**src/rtl/baw_pkg.sv**
```systemverilog
// Shared constants and the press-pulse priority picker for the black-and-white
// card game front end.
package baw_pkg;

    localparam int unsigned BTN_CENTER = 0;
    localparam int unsigned BTN_TOP    = 1;
    localparam int unsigned BTN_BOTTOM = 2;
    localparam int unsigned BTN_LEFT   = 3;
    localparam int unsigned BTN_RIGHT  = 4;
    localparam int unsigned NUM_BTN    = 5;

    localparam int unsigned SW_W = 16;

    // 10 ms at 100 MHz
    localparam int unsigned DEBOUNCE_CYCLES_DEFAULT = 1_000_000;

    // Keep only the lowest-index request: Center beats Top beats ... Right.
    function automatic logic [NUM_BTN-1:0] prio_pick(input logic [NUM_BTN-1:0] req);
        logic found;
        prio_pick = '0;
        found     = 1'b0;
        for (int i = 0; i < int'(NUM_BTN); i++) begin
            if (req[i] && !found) begin
                prio_pick[i] = 1'b1;
                found        = 1'b1;
            end
        end
    endfunction

endpackage

```
**src/rtl/debounce_channel.sv**
```systemverilog
// One button: two-flop synchroniser, stability counter, accepted level and a
// combinational rise strobe that is high on the cycle the level is about to go 0->1.
module debounce_channel
    import baw_pkg::*;
#(
    parameter int unsigned DEBOUNCE_CYCLES = DEBOUNCE_CYCLES_DEFAULT
) (
    input  logic clk,
    input  logic reset_n,
    input  logic raw_i,
    output logic level_o,
    output logic rise_c_o
);

    localparam int unsigned CNT_W = $clog2(DEBOUNCE_CYCLES + 1);
    localparam logic [CNT_W-1:0] CNT_LAST = CNT_W'(DEBOUNCE_CYCLES - 1);

    logic [1:0]       sync_q;
    logic             stable_q, stable_d;
    logic [CNT_W-1:0] cnt_q, cnt_d;
    logic             synced;

    assign synced  = sync_q[1];
    assign level_o = stable_q;

    // Any cycle that agrees with the accepted level restarts the count.
    always_comb begin
        stable_d = stable_q;
        cnt_d    = '0;
        rise_c_o = 1'b0;
        if (synced != stable_q) begin
            if (cnt_q == CNT_LAST) begin
                stable_d = synced;
                rise_c_o = synced;
            end else begin
                cnt_d = cnt_q + CNT_W'(1);
            end
        end
    end

    always_ff @(posedge clk or negedge reset_n) begin
        if (!reset_n) begin
            sync_q   <= '0;
            stable_q <= 1'b0;
            cnt_q    <= '0;
        end else begin
            sync_q   <= {sync_q[0], raw_i};
            stable_q <= stable_d;
            cnt_q    <= cnt_d;
        end
    end

endmodule

```
**src/rtl/baw_input_conditioner.sv**
```systemverilog
// Board-pin conditioning: five debounced buttons with arbitrated one-shot press
// pulses, plus two-flop synchronised slide switches.
module baw_input_conditioner
    import baw_pkg::*;
#(
    parameter int unsigned DEBOUNCE_CYCLES = DEBOUNCE_CYCLES_DEFAULT
) (
    input  logic               clk,
    input  logic               reset_n,
    input  logic               btnCenter,
    input  logic               btnTop,
    input  logic               btnBottom,
    input  logic               btnLeft,
    input  logic               btnRight,
    input  logic [SW_W-1:0]    sw,
    output logic [SW_W-1:0]    sw_sync,
    output logic [NUM_BTN-1:0] btn_level,
    output logic [NUM_BTN-1:0] btn_pulse,
    output logic               btn_any
);

    logic [NUM_BTN-1:0] raw_btn;
    logic [NUM_BTN-1:0] rise_c;
    logic [NUM_BTN-1:0] pulse_d, pulse_q;
    logic               any_d, any_q;
    logic [SW_W-1:0]    sw_meta_q, sw_sync_q;

    assign raw_btn = {btnRight, btnLeft, btnBottom, btnTop, btnCenter};

    for (genvar g = 0; g < int'(NUM_BTN); g++) begin : g_chan
        debounce_channel #(
            .DEBOUNCE_CYCLES (DEBOUNCE_CYCLES)
        ) u_chan (
            .clk      (clk),
            .reset_n  (reset_n),
            .raw_i    (raw_btn[g]),
            .level_o  (btn_level[g]),
            .rise_c_o (rise_c[g])
        );
    end

    // Simultaneous presses: the winner is kept, the rest are dropped for good.
    always_comb begin
        pulse_d = prio_pick(rise_c);
        any_d   = |pulse_d;
    end

    always_ff @(posedge clk or negedge reset_n) begin
        if (!reset_n) begin
            sw_meta_q <= '0;
            sw_sync_q <= '0;
            pulse_q   <= '0;
            any_q     <= 1'b0;
        end else begin
            sw_meta_q <= sw;
            sw_sync_q <= sw_meta_q;
            pulse_q   <= pulse_d;
            any_q     <= any_d;
        end
    end

    assign sw_sync   = sw_sync_q;
    assign btn_pulse = pulse_q;
    assign btn_any   = any_q;

endmodule

```
**config.mk**
```make
export PLATFORM = sky130hd
export DESIGN_NAME = baw_input_conditioner
export DESIGN_NICKNAME = d
export VERILOG_FILES = /design/src/rtl/baw_pkg.sv /design/src/rtl/debounce_channel.sv /design/src/rtl/baw_input_conditioner.sv
export SDC_FILE = /design/constraint.sdc
export NUM_CORES = 1
export LEC_CHECK = 0
export BUFFER_PORTS_ARGS = -buffer_cell sky130_fd_sc_hd__buf_2
export CAP_MARGIN = 20
export CORE_AREA = 2 2 105 107
export CTS_CLUSTER_SIZE = 12
export DETAILED_ROUTE_END_ITERATION = 12
export DIE_AREA = 0 0 107 109
export GPL_TIMING_DRIVEN = 0
export PLACE_DENSITY = 0.8
export SLEW_MARGIN = 25
export SYNTH_ARGS = -nofsm -noshare
export SYNTH_HDL_FRONTEND = slang
export SYNTH_SLANG_ARGS = --single-unit
```
**constraint.sdc**
```tcl
create_clock -name clk -period 6.2 [get_ports clk]
set_input_delay 0 -clock clk [delete_from_list [all_inputs] [get_ports clk]]
set_output_delay 0 -clock clk [all_outputs]
set_load 0.05 [all_outputs]
```
==> run metrics <==
Syn Nets 638; sequential element share of the synthesized area 57.9%; Hold Violations, Final 0; fraction of registers with async set/reset 100%; Least-Margin Pin Slew 0.656 ns; final non-filler cell total 856; via count of the first global-routing pass 4751; RSZ-0062 raised after global routing false; maximum fanout along the worst path 4; PwrDens 272 nW/µm²; CTS tree done; IO Count 50; grt ovf 0; buffers and inverters on the worst path 0; Period minus WS final 2.32 ns; H-tree levels 4; Remaining DRCs 0; most frequent cells in the layout 153 x dfrtp_1, 86 x nor2_1, 53 x buf_2; commonest register cell after synthesis dfrtp_1; Yosys reg bits 153; XOR/XNOR share of the synthesized area 9.14%; post-synth cell types 42; Post-CTS Setup Inserts 0; # diodes 0; Initial Util 62.3%; Site Rows 38; status finished clean; layout cells sized above 1 15.6%; first-pass GRT wire length 22100 µm; CP startpoint g_chan[4].u_chan.cnt_q[0]; setup TNS 0 ns; Cell Area, Synth 6610 µm²; Post-Synth Adder-Cell Area 0.947%; slowest stage delay, CP 0.59 ns; Layout Nets 731; Max Clk Rate 430 MHz; Final Power 2140 µW; # port buffers 49; CP Capture Type flip-flop; Via Count 4822; final setup fails 0; type of the worst setup path reg -> reg; CORE AREA 10600 µm²; reg2reg start g_chan[4].u_chan.cnt_q[0]; Placer Congestion 0.899; cts repair resizes 0; Routed WL 13000 µm; crit path launch type flip-flop; CP top delay family simple AND/OR/NAND/NOR gates; die height 109 µm; CTS clk-pin slew, worst paths 0.07 ns; gr usage total 24.3%; largest net degree at the start of global routing 87; worst hold-check path type in -> reg; pre-CTS WS 3.92 ns; Avg Vias per Cell 5.63; Num CTS Buffers 17; die area 11700 µm²; clock skew 0.00754 ns; compound-cell area share of the yosys netlist 5.45%; worst min-delay path startpoint btnRight; final worst slack 3.88 ns; P_leak 0.00331 µW; Syn-to-layout area delta 19.5%; post-synthesis simple-gate area fraction 23.0%; Die W 107 µm; Max-cap violations 0; period utilisation layout 37.5%; Avg WL per Cell 15.1 µm; Max VDD drop 0.386 mV; Yosys warnings 0; Synth Area per Inst 10.8 µm²; clk sink count 153; Antenna Nets Post-Route 0; Final Max Slew Viols 0; final core utilization 74.5%; Clk Tree Root Cell clkbuf_8; Starting DRT DRC Count 309; Placed Cells 800; multiplexer area fraction after synthesis 0.663%; clock latency on the worst-skew pair 0.54 ns; DR pass1 iterations 5; commonest non-fill, non-tap cell in the layout dfrtp_1; main combinational cell family by area after synthesis simple AND/OR/NAND/NOR gates; Critical Path, Cell by Cell ha_1, nand4_1, or4_4, nor4_1, nor4b_1; HPWL after DPL 8500 µm; EDFF count, synth 0; Syn Inst Count 610; relative slew slack 55.9%; Worst Path Arrival 2.71 ns; cts-stage hold buffer count 24; initial antenna violation count 0; CP required 6.59 ns; Clock Path Buffers 2; crit path max-delay cell type or4_4
## cell usage after synthesis, types with 5 or more instances
cell type	number	area, µm²
a21oi_1	26	130
and4_1	13	114
buf_2	5	25.0
buf_4	6	45.0
clkbuf_1	9	33.8
dfrtp_1	153	3830
ha_1	5	62.6
inv_1	20	75.1
nand2_1	29	109
nand3_1	30	150
nand4_1	27	169
nor2_1	86	323
nor3_1	10	50.1
nor4_1	16	100
nor4b_1	5	43.8
o21ai_0	14	70.1
o31ai_1	16	120
or3_1	16	100
or4_1	16	120
xnor2_1	39	342
xor2_1	30	263
## through the flow
step	hold slack [ns]	area, µm²
floorplan	-0.296	6610
global placement	0.108	7030
detailed placement	-0.0216	7070
CTS	0.0710	7900
global route	0.0874	7900
finish	0.0935	7900
## state kept, by name, summed over array words and instances, names as in the netlist
register and flops:
g_chan.u_chan.sync_q 10, g_chan.u_chan.cnt_q 100, sw_meta_q 16, btn_any 1, sw_sync 16, g_chan.u_chan.level_o 5, btn_pulse 5
## per-layer routing
layer  GRT usage (%)  part of all wire (%)  vias to the layer above
li1                -                     -                     2347
met1            31.7                    44                     2367
met2            40.3                    51                       96
met3            5.38                   3.8                       12
met4            9.46                   1.1                        0
met5               0                     0                        -
## cells by family after synthesis
family / after synthesis
adder cells (fa/ha/maj): 5
multiplexers: 4
flip-flops: 153
AO/OA/AOI/OAI: 61
AND/OR/NAND/NOR: 276
buffers and inverters: 42
XOR/XNOR: 69
## cell type report
class,count,area [µm²]
inverter,20,75.1
timing repair buffer,74,523
fill,709,2710
sequential,153,3830
tap,140,175
clock buffer,18,428
multi-input combinational,415,2590
buffer,22,114
clock inverter,14,160
## power by group
group          switching (µW)  internal [µW]  leakage, µW
clock                     424            592     0.000269
combinational            64.3           31.4      0.00101
sequential               13.6           1020      0.00203
## worst paths after layout
check,cells after the start,end,slack (ns)
setup / recovery,5,btn_pulse[4],3.88
hold / removal,2,g_chan[4].u_chan.sync_q[0],0.09
hold reg to reg,0,sw_sync[11],0.34
min in group asynchronous,3,g_chan[2].u_chan.cnt_q[6],0.53
max in group asynchronous,4,g_chan[2].u_chan.cnt_q[16],4.82
setup reg to reg,5,btn_pulse[4],3.88
Power figures use the tool's default switching activity.
